==> src/rtl/subtract_divider.sv <==
// Sequential 8-bit unsigned restoring divider. One quotient bit is produced per clock,
// and every trial subtraction goes through a single shared SUBTRACTION instance.

module SUBTRACTION (
  input  logic [7:0] A,
  input  logic [7:0] B,
  output logic [7:0] F
);
  logic [7:0] b_inv;

  // Two's-complement subtraction: invert B, add one, then add to A.
  assign b_inv = ~B;
  assign F     = A + b_inv + 8'd1;
endmodule

module subtract_divider (
  input  logic       clk,
  input  logic       rst,
  input  logic       start,
  input  logic [7:0] dividend,
  input  logic [7:0] divisor,
  output logic       busy,
  output logic       done,
  output logic [7:0] quotient,
  output logic [7:0] remainder,
  output logic       div_by_zero
);
  typedef enum logic [1:0] {IDLE, RUN, DONE} state_t;

  state_t     state;
  logic [7:0] d_reg;
  logic [7:0] q_reg;
  logic [8:0] r_reg;
  logic [2:0] cnt;

  logic [8:0] trial;
  logic [7:0] diff;
  logic       accept;
  logic [8:0] r_next;
  logic [7:0] q_next;

  assign trial = {r_reg[7:0], q_reg[7]};

  SUBTRACTION u_sub (
    .A(trial[7:0]),
    .B(d_reg),
    .F(diff)
  );

  // SUBTRACTION has no borrow output, so acceptance is decided by a 9-bit
  // compare. The partial remainder stays below D, so the true difference
  // always fits in the subtractor's 8-bit result.
  always_comb begin
    accept = (trial >= {1'b0, d_reg});
    r_next = accept ? {1'b0, diff} : trial;
    q_next = {q_reg[6:0], accept};
  end

  always_ff @(posedge clk or posedge rst) begin
    if (rst) begin
      state       <= IDLE;
      d_reg       <= 8'd0;
      q_reg       <= 8'd0;
      r_reg       <= 9'd0;
      cnt         <= 3'd0;
      busy        <= 1'b0;
      done        <= 1'b0;
      quotient    <= 8'd0;
      remainder   <= 8'd0;
      div_by_zero <= 1'b0;
    end else begin
      case (state)
        IDLE: begin
          done <= 1'b0;
          if (start) begin
            d_reg <= divisor;
            q_reg <= dividend;
            r_reg <= 9'd0;
            cnt   <= 3'd0;
            if (divisor == 8'd0) begin
              state       <= DONE;
              done        <= 1'b1;
              quotient    <= 8'hFF;
              remainder   <= dividend;
              div_by_zero <= 1'b1;
            end else begin
              state       <= RUN;
              busy        <= 1'b1;
              quotient    <= 8'd0;
              remainder   <= 8'd0;
              div_by_zero <= 1'b0;
            end
          end
        end
        RUN: begin
          r_reg <= r_next;
          q_reg <= q_next;
          cnt   <= cnt + 3'd1;
          if (cnt == 3'd7) begin
            state       <= DONE;
            busy        <= 1'b0;
            done        <= 1'b1;
            quotient    <= q_next;
            remainder   <= r_next[7:0];
            div_by_zero <= 1'b0;
          end
        end
        DONE: begin
          done  <= 1'b0;
          state <= IDLE;
        end
        default: begin
          state <= IDLE;
          busy  <= 1'b0;
          done  <= 1'b0;
        end
      endcase
    end
  end
endmodule
==> config.mk <==
export PLATFORM = sky130hd
export DESIGN_NAME = subtract_divider
export DESIGN_NICKNAME = d
export VERILOG_FILES = /design/src/rtl/subtract_divider.sv
export SDC_FILE = /design/constraint.sdc
export NUM_CORES = 1
export LEC_CHECK = 0
export ABC_AREA = 0
export BUFFER_PORTS_ARGS = -buffer_cell sky130_fd_sc_hd__buf_2
export CELL_PAD_IN_SITES_DETAIL_PLACEMENT = 1
export CELL_PAD_IN_SITES_GLOBAL_PLACEMENT = 1
export CORE_ASPECT_RATIO = 0.5
export CORE_MARGIN = 3
export CORE_UTILIZATION = 26
export CTS_CLUSTER_DIAMETER = 120
export DETAILED_ROUTE_END_ITERATION = 10
export PLACE_DENSITY = 0.66
export SLEW_MARGIN = 40
export SYNTH_ARGS = -nofsm -noshare
export SYNTH_HDL_FRONTEND = slang
export SYNTH_SLANG_ARGS = --single-unit
==> constraint.sdc <==
create_clock -name clk -period 2.1 [get_ports clk]
set_input_delay 0.105 -clock clk [delete_from_list [all_inputs] [get_ports clk]]
set_output_delay 0.105 -clock clk [all_outputs]
set_load 0.01 [all_outputs]
# Word-level counts from Yosys, hierarchy flattened

Cells that the tools add are included.

Bits in registers: 48
Bits of input ports: 19
Output and inout bits: 19
Logic and storage cells: 59

Add/subtract/negate cells: 3
Order comparisons: 1
Equality and inequality tests: 6
Mux-type cells: 29
Bitwise logic cells: 2
Reduce and logical (&&, ||, !) cells: 8

Operators by type and width:

| cell                | count |
|---|---|
| $mux 8              | 9 |
| $pmux 8 s2          | 4 |
| $ge 9x8->1          | 1 |
| $add 8x1->8 const B | 1 |
| $add 8x8->8         | 1 |
| $logic_not 8->1     | 1 |
| $not 8->8           | 1 |
| $mux 1              | 7 |
| $mux 2              | 3 |
| $ne 2x2->1 const B  | 3 |
| $pmux 3 s2          | 1 |
| $reduce_and 2->1    | 3 |
| $pmux 1 s2          | 2 |
| $pmux 2 s2          | 1 |
| $reduce_and 4->1    | 1 |
| $add 3x1->3 const B | 1 |
| $eq 3x3->1 const B  | 1 |
| $mux 3              | 1 |
| $pmux 1 s3          | 1 |
| $reduce_and 3->1    | 1 |
| $eq 2x1->1 const B  | 1 |
| $eq 2x2->1 const B  | 1 |
| $logic_not 2->1     | 1 |
| $reduce_bool 2->1   | 1 |
| $not 1->1           | 1 |

# Logic depth before layout (Yosys ltp)

Gate-level depths: netlist (run 1).

Depth after elaboration: 6
Mapped depth: 10
Mapped depth without buffers: 10

# Modules after synthesis

From an unflattened synthesis (run 1), not the netlist that was laid out.

Cells, all modules: 288
Area, all modules: 2636.3 um2

Modules (own cells, without submodules):

| module           | times used | cells each | area each (um2) | sequential area each (um2) |
|---|---|---|---|---|
| subtract_divider | 1          | 240        | 2308.5          | 1201.2 |
| SUBTRACTION      | 1          | 48         | 327.8           | 0.0 |

# Worst setup path after synthesis (run 1)

No wires, ideal clock.

Path kind: reg2reg
Start point: register r_reg[5]
End point: register remainder[3]
Setup time: 82 ps
Arrival time: 1968 ps
Required time: 2018 ps
Path slack: 50 ps
Stages on the path, launching flop included: 8
Path buffers: 0
Period minus slack after synthesis: 2050 ps
Cells stage by stage: dfrtp_1 ha_1 a21o_1 a211oi_1 o21ai_1 nor2_4 mux2_2 a31oi_1

Longest elaborated chain between the ends: 4

RTL lines:

| element                | line | text |
|---|---|---|
| start, declared        | 33   | `logic [8:0] r_reg;` |
| start signal, assigned | 96   | `r_reg <= r_next;` |
| $ge 9x8->1             | 54   | `accept = (trial >= {1'b0, d_reg});` |
| $mux 8                 | 55   | `r_next = accept ? {1'b0, diff} : trial;` |
| $mux 8                 | 99   | `if (cnt == 3'd7) begin` |
| $pmux 8 s2             | 72   | `case (state)` |
| end signal, assigned   | 84   | `remainder <= dividend;` |
| end signal, assigned   | 104  | `remainder <= r_next[7:0];` |
| end, declared          | 25   | `output logic [7:0] remainder,` |

Every way passes these cells. The select of a mux whose other input is x is not followed.
A chain may end at the register's enable or synchronous reset.

# Worst setup path after layout (run 1)

Start point: register r_reg[3]
End point: register remainder[0]

The elaborated chain is that of the path after synthesis.

==> impl_metrics.json, run 1 <==
{
  "worstSetupPathType": "reg2reg",
  "num-fill-cells": 993,
  "status": "complete, but fails checks",
  "start_util_pct": 27.31,
  "die-area_um2": 10640,
  "grt_usage_pct": 15.09,
  "place_hpwl_um": 5424,
  "fin_tns_setup_ns": -0.03295,
  "r2r-start": "r_reg[3]$_DFFE_PP0P_",
  "internal_power_mw": 3.717,
  "period_needed_ns": 2.133,
  "switchingPower_mw": 2.682,
  "die_y_um": 74.45,
  "die_w_um": 142.9,
  "std_cell_rows": 24,
  "synth_edf_count": 0,
  "design_area_um2": 3374,
  "cts_root_buf": "clkbuf_16",
  "cp_max_fo": 7,
  "clock_skew_ns": 0.005392,
  "wirelength_um": 7969,
  "ys_types": 42,
  "synth_area_per_cell_um2": 9.553,
  "numPortBuffers": 37,
  "drt_first_iter_violations": 136,
  "area_growth_pct": 38.52,
  "ir_drop_uv": 422.1,
  "hold_viol": 0,
  "grt_remaining_overflow": 0,
  "syn_nets": 285,
  "finish.utilization_pct": 37.84,
  "yosys_warnings": 0,
  "ys_seq_area_share_pct": 49.31,
  "syn_inst": 255,
  "dp_slack_ns": -0.1124,
  "endpoint_kind": "flop",
  "vias_per_cell": 5.029,
  "drive_above_1_share_pct": 37.35,
  "clk_latency_ns": 0.30,
  "critPathRequiredTime_ns": 2.32,
  "vias": 2218,
  "dp_cells": 426,
  "maxSlewViolCount": 0,
  "syn_area_um2": 2436,
  "max_freq_mhz": 468.8,
  "timing.rr.end": "remainder[0]$_DFFE_PP0P_",
  "maxCapViolCount": 0,
  "clock_power_share_pct": 14.9,
  "post-route-worst-setup-slack_ns": -0.03295,
  "drc": 0,
  "leakagePower_nw": 1.531,
  "grt_pass1_wl_um": 12650,
  "maxSlewHeadroom_pct": 51.02,
  "holdWs_ns": 0.02722,
  "worst_pin_slew_ns": 0.7313,
  "rsz0062_at_grt": "yes",
  "violations": "setup timing",
  "dpl-instance-area_um2": 2938,
  "first_global_vias": 2349,
  "clock_path_buffers": 2,
  "p_sw_share_pct": 41.91,
  "ys_ff_latch": 48,
  "ys_async_sr_fraction_pct": 100.0,
  "diodes": 0,
  "power_frac_seq_pct": 26.0,
  "most-common-layout-cells": "nand2_1, dfrtp_1, buf_2",
  "antenna_left": 0,
  "fin_crit_sh_pct": 101.6,
  "whs_endpoint": "d_reg[7]$_DFFE_PP0P_",
  "hold_depth": 3,
  "min_path_type": "in2reg",
  "setup_viol": 1,
  "cts_tree": "built",
  "ioPinCount": 38,
  "slowest_stage": "dfrtp_2",
  "fin_total_pwr_mw": 6.399,
  "layout_commonest_cell": "nand2_1",
  "regToRegSetupSlack_ns": -0.03,
  "cts_sinks": 48,
  "htree_levels": 2,
  "core_area_um2": 8919,
  "clkTransAtPathRegs_ns": 0.07,
  "layout.cells.non_filler": 441,
  "p_comb_share_pct": 59.1,
  "dr.pass1.iters": 4,
  "wire_per_inst_um": 18.07,
  "cts_buffers": 5,
  "gp_congestion": 0.8726,
  "worstRegToRegCells": 8,
  "antenna_found_initial": 0,
  "hold_start": "divisor[7]",
  "slowest_delay_ns": 0.46,
  "nets": 353,
  "start_kind": "flop",
  "synthFlopType": "dfrtp_1",
  "grt_start_max_net_pins": 20,
  "pwr_density_cell_nw_per_um2": 1896,
  "arrival_ns": 2.35,
  "crit_path_cell_trace": "ha_4 > nand3_2 > nor3_4 > nor2_4 > buf_12 > buf_4 > or3_1 > a41oi_2"
}
-- critical path, delay by kind of cell, from the launching register on --
family,cells,cell delay [ns]
simple gates,4,0.82
flops,1,0.46
fa+ha+maj,1,0.32
buf+inv,2,0.27
compound gates,1,0.18
-- layer usage --
layer / GRT usage (%) / share of wire, %
met1: 20.43 / 46
met2: 25.62 / 49
met3: 2.505 / 3.7
met4: 3.688 / 1.3
met5: 0 / 0
-- final cells by class --
class / count / area, um^2 / area share (%)
multi-input combinational: 185 / 1345 / 39.86
sequential: 48 / 1204 / 35.67
timing repair buffer: 71 / 462.9 / 13.72
tap: 117 / 146.4 / 4.338
clock buffer: 5 / 125.1 / 3.708
clock inverter: 3 / 46.29 / 1.372
inverter: 12 / 45.04 / 1.335
-- cell usage after synthesis (2+ instances only) --
cell type	n	area [um^2]
dfrtp_1	48	1201
nand2_1	48	180.2
o21ai_0	24	120.1
nor2_1	17	63.81
a31oi_1	15	93.84
mux2i_1	12	120.1
inv_1	11	41.29
ha_1	10	125.1
a21oi_1	9	45.04
clkbuf_1	7	26.28
a21o_1	4	30.03
nand3_1	4	20.02
o21ai_1	4	20.02
buf_2	3	15.01
nor2b_1	3	18.77
a211oi_1	2	15.01
a22o_1	2	17.52
mux2_1	2	22.52
mux2_2	2	22.52
nand2b_1	2	12.51
nor3_1	2	10.01
nor3_2	2	20.02
o21bai_1	2	15.01
xnor2_1	2	17.52
-- worst max-delay path by stage --
stage                                     to            startpoint  depth (start not counted)
floorplan           remainder[3]$_DFFE_PP0P_  r_reg[5]$_DFFE_PP0P_                          7
global placement    remainder[4]$_DFFE_PP0P_  r_reg[5]$_DFFE_PP0P_                          7
detailed placement  remainder[6]$_DFFE_PP0P_  q_reg[7]$_DFFE_PP0P_                         10
CTS                 remainder[4]$_DFFE_PP0P_  q_reg[7]$_DFFE_PP0P_                         10
global route        remainder[0]$_DFFE_PP0P_  r_reg[3]$_DFFE_PP0P_                          8
finish              remainder[0]$_DFFE_PP0P_  r_reg[3]$_DFFE_PP0P_                          8
-- timing repair --
item	4_1_cts	5_1_grt
hold buffers	1	0
endpoints found under the hold margin	17	0
setup buffers	4	2
pin swaps	4	11
resized for setup	19	22
endpoints found under the setup margin	11	14
-- power by group through the flow --
stage | clock [mW] | combinational (mW) | sequential (mW)
floorplan | 0 | 1.76 | 1.65
global placement | 0 | 2.81 | 1.61
detailed placement | 0 | 2.92 | 1.65
CTS | 0.966 | 3.36 | 1.65
global route | 1.01 | 4.13 | 1.71
finish | 0.950 | 3.78 | 1.67
-- cell families after synthesis --
logic type	count (synthesis)	synth area share [%]
compound gates	69	17.00
xor+xnor	3	1.079
fa+ha+maj	11	5.958
buf+inv	22	3.544
flops	48	49.31
mux	16	6.780
simple gates	86	16.33
Note: power is estimated with default switching activity, not from simulation.
==> run 2, diff against run 1 <==
--- a/config.mk
+++ b/config.mk
@@ -14,6 +14,7 @@
 export CORE_UTILIZATION = 26
 export CTS_CLUSTER_DIAMETER = 120
 export DETAILED_ROUTE_END_ITERATION = 10
+export HOLD_SLACK_MARGIN = 0.15
 export PLACE_DENSITY = 0.66
 export SLEW_MARGIN = 40
 export SYNTH_ARGS = -nofsm -noshare
==> impl_metrics.json, run 2 (synthesis results as in run 1) <==
{
  "min_path_type": "in2async",
  "grt_start_max_net_pins": 20,
  "die-area_um2": 10640,
  "clock_skew_ns": 0.01103,
  "core_area_um2": 8919,
  "endpoint_kind": "flop",
  "status": "complete, but fails checks",
  "start_kind": "flop",
  "vias_per_cell": 5.015,
  "cpMostUsedCell": "buf_4",
  "dr.pass1.iters": 4,
  "area_growth_pct": 44.02,
  "violations": "setup timing",
  "grt_usage_pct": 15.76,
  "vias": 2302,
  "drt_first_iter_violations": 113,
  "crit_path_cell_trace": "ha_4 > buf_4 > nand2b_1 > a21oi_1 > nor3_4 > nor2_4 > buf_12 > buf_4 > or3_1 > a41oi_2",
  "numPortBuffers": 37,
  "htree_levels": 2,
  "nets": 371,
  "rsz0062_at_grt": "yes",
  "finish.utilization_pct": 39.34,
  "grt_remaining_overflow": 0,
  "dr_wl_met2_um": 4145,
  "most-common-layout-cells": "nand2_1, dfrtp_1, buf_2",
  "slowest_delay_ns": 0.43,
  "antenna_left": 0,
  "diodes": 0,
  "drive_above_1_share_pct": 34.80,
  "cts_tree": "built",
  "grt_pass1_wl_um": 13220,
  "antenna_found_initial": 0,
  "ir_drop_uv": 415.1,
  "holdWs_ns": 0.3606,
  "std_cell_rows": 24,
  "cts_buffers": 5,
  "period_needed_ns": 2.126,
  "fin_crit_sh_pct": 101.3,
  "drt-met1-wl_um": 3776,
  "slowest_stage": "dfrtp_1",
  "topRoutingLayerUsed": "met4",
  "route.met3.wl_um": 274,
  "crit_family": "simple AND/OR/NAND/NOR gates",
  "wire_per_inst_um": 18.12,
  "start_util_pct": 27.31,
  "hold_viol": 0,
  "max_freq_mhz": 470.3,
  "cp.depth": 10,
  "worstSetupPathType": "reg2reg",
  "critPathRequiredTime_ns": 2.32,
  "cp_num_buf_inv": 3,
  "dp_cells": 426,
  "post-route-worst-setup-slack_ns": -0.02629,
  "maxSlewViolCount": 0,
  "drc": 0,
  "clock_path_buffers": 2,
  "fin_total_pwr_mw": 6.287,
  "place_hpwl_um": 5424,
  "first_global_vias": 2464,
  "cts_root_buf": "clkbuf_16",
  "gp_congestion": 0.8726,
  "die_y_um": 74.45,
  "leakagePower_nw": 1.610,
  "worst_pin_slew_ns": 0.7524,
  "wirelength_um": 8318,
  "cts_sinks": 48,
  "cp_max_fo": 7,
  "clk_latency_ns": 0.30,
  "worstRegToRegCells": 10,
  "maxCapViolCount": 0,
  "setup_viol": 2,
  "die_w_um": 142.9,
  "ioPinCount": 38,
  "clkTransAtPathRegs_ns": 0.08,
  "num-fill-cells": 1003,
  "maxSlewHeadroom_pct": 49.61,
  "arrival_ns": 2.35,
  "pwr_density_cell_nw_per_um2": 1792,
  "layout.cells.non_filler": 459
}
==> run 2: area by class of cell <==
class / instances / area (um^2) / share of cell area [%]
Clock inverter: 3 / 46.29 / 1.320
Timing Repair Buffer: 89 / 638.1 / 18.19
Tap cell: 117 / 146.4 / 4.173
Multi-Input combinational cell: 185 / 1305 / 37.20
Sequential cell: 48 / 1202 / 34.27
Inverter: 12 / 45.04 / 1.284
Clock buffer: 5 / 125.1 / 3.566
==> run 2: worst paths after layout <==
check | to | startpoint | slack [ns]
max reg2reg | remainder[0]$_DFFE_PP0P_ | d_reg[0]$_DFFE_PP0P_ | -0.03
max | remainder[0]$_DFFE_PP0P_ | d_reg[0]$_DFFE_PP0P_ | -0.03
min in group clk | busy$_DFFE_PP0P_ | start | 0.46
max in group asynchronous | state[1]$_DFFE_PP0P_ | rst | 1.14
min reg2reg | cnt[0]$_DFFE_PP0P_ | cnt[0]$_DFFE_PP0P_ | 0.51
min | quotient[0]$_DFFE_PP0P_ | rst | 0.36
==> run 2: metal layers <==
layer	track usage [%]	vias up
met2	27.34	54
met5	0	-
met4	4.215	0
li1	-	1063
met3	2.633	11
met1	20.76	1174
==> run 2: metrics by stage <==
stage                     setup TNS [ns]  instance area (um^2)  setup WS, ns
final                           -0.02813                  3508      -0.02629
after global routing             -0.7448                  3508       -0.1098
after CTS                              0                  3422      0.003705
after detailed placement         -0.2929                  2938       -0.1124
after global placement          -0.06423                  2932      -0.02647
after floorplan                        0                  2436       0.04996
==> run 2: worst min-delay path, stage by stage <==
cell           delay [ns]
dlygate4sd3_1        0.53
buf_2                0.13
inv_2                0.33
==> run 2: power by group <==
group	internal [mW]	switching (mW)	total, mW
Sequential	1.36	0.300	1.66
Combinational	1.72	1.94	3.66
Clock	0.568	0.399	0.967
==> run 2: what timing repair did <==
action | in CTS | in global routing
endpoints found under the hold margin | 37 | 0
pin swaps | 4 | 7
buffers inserted | 4 | 4
gates resized for setup | 19 | 15
setup endpoints to repair | 11 | 21
hold buffers | 17 | 0
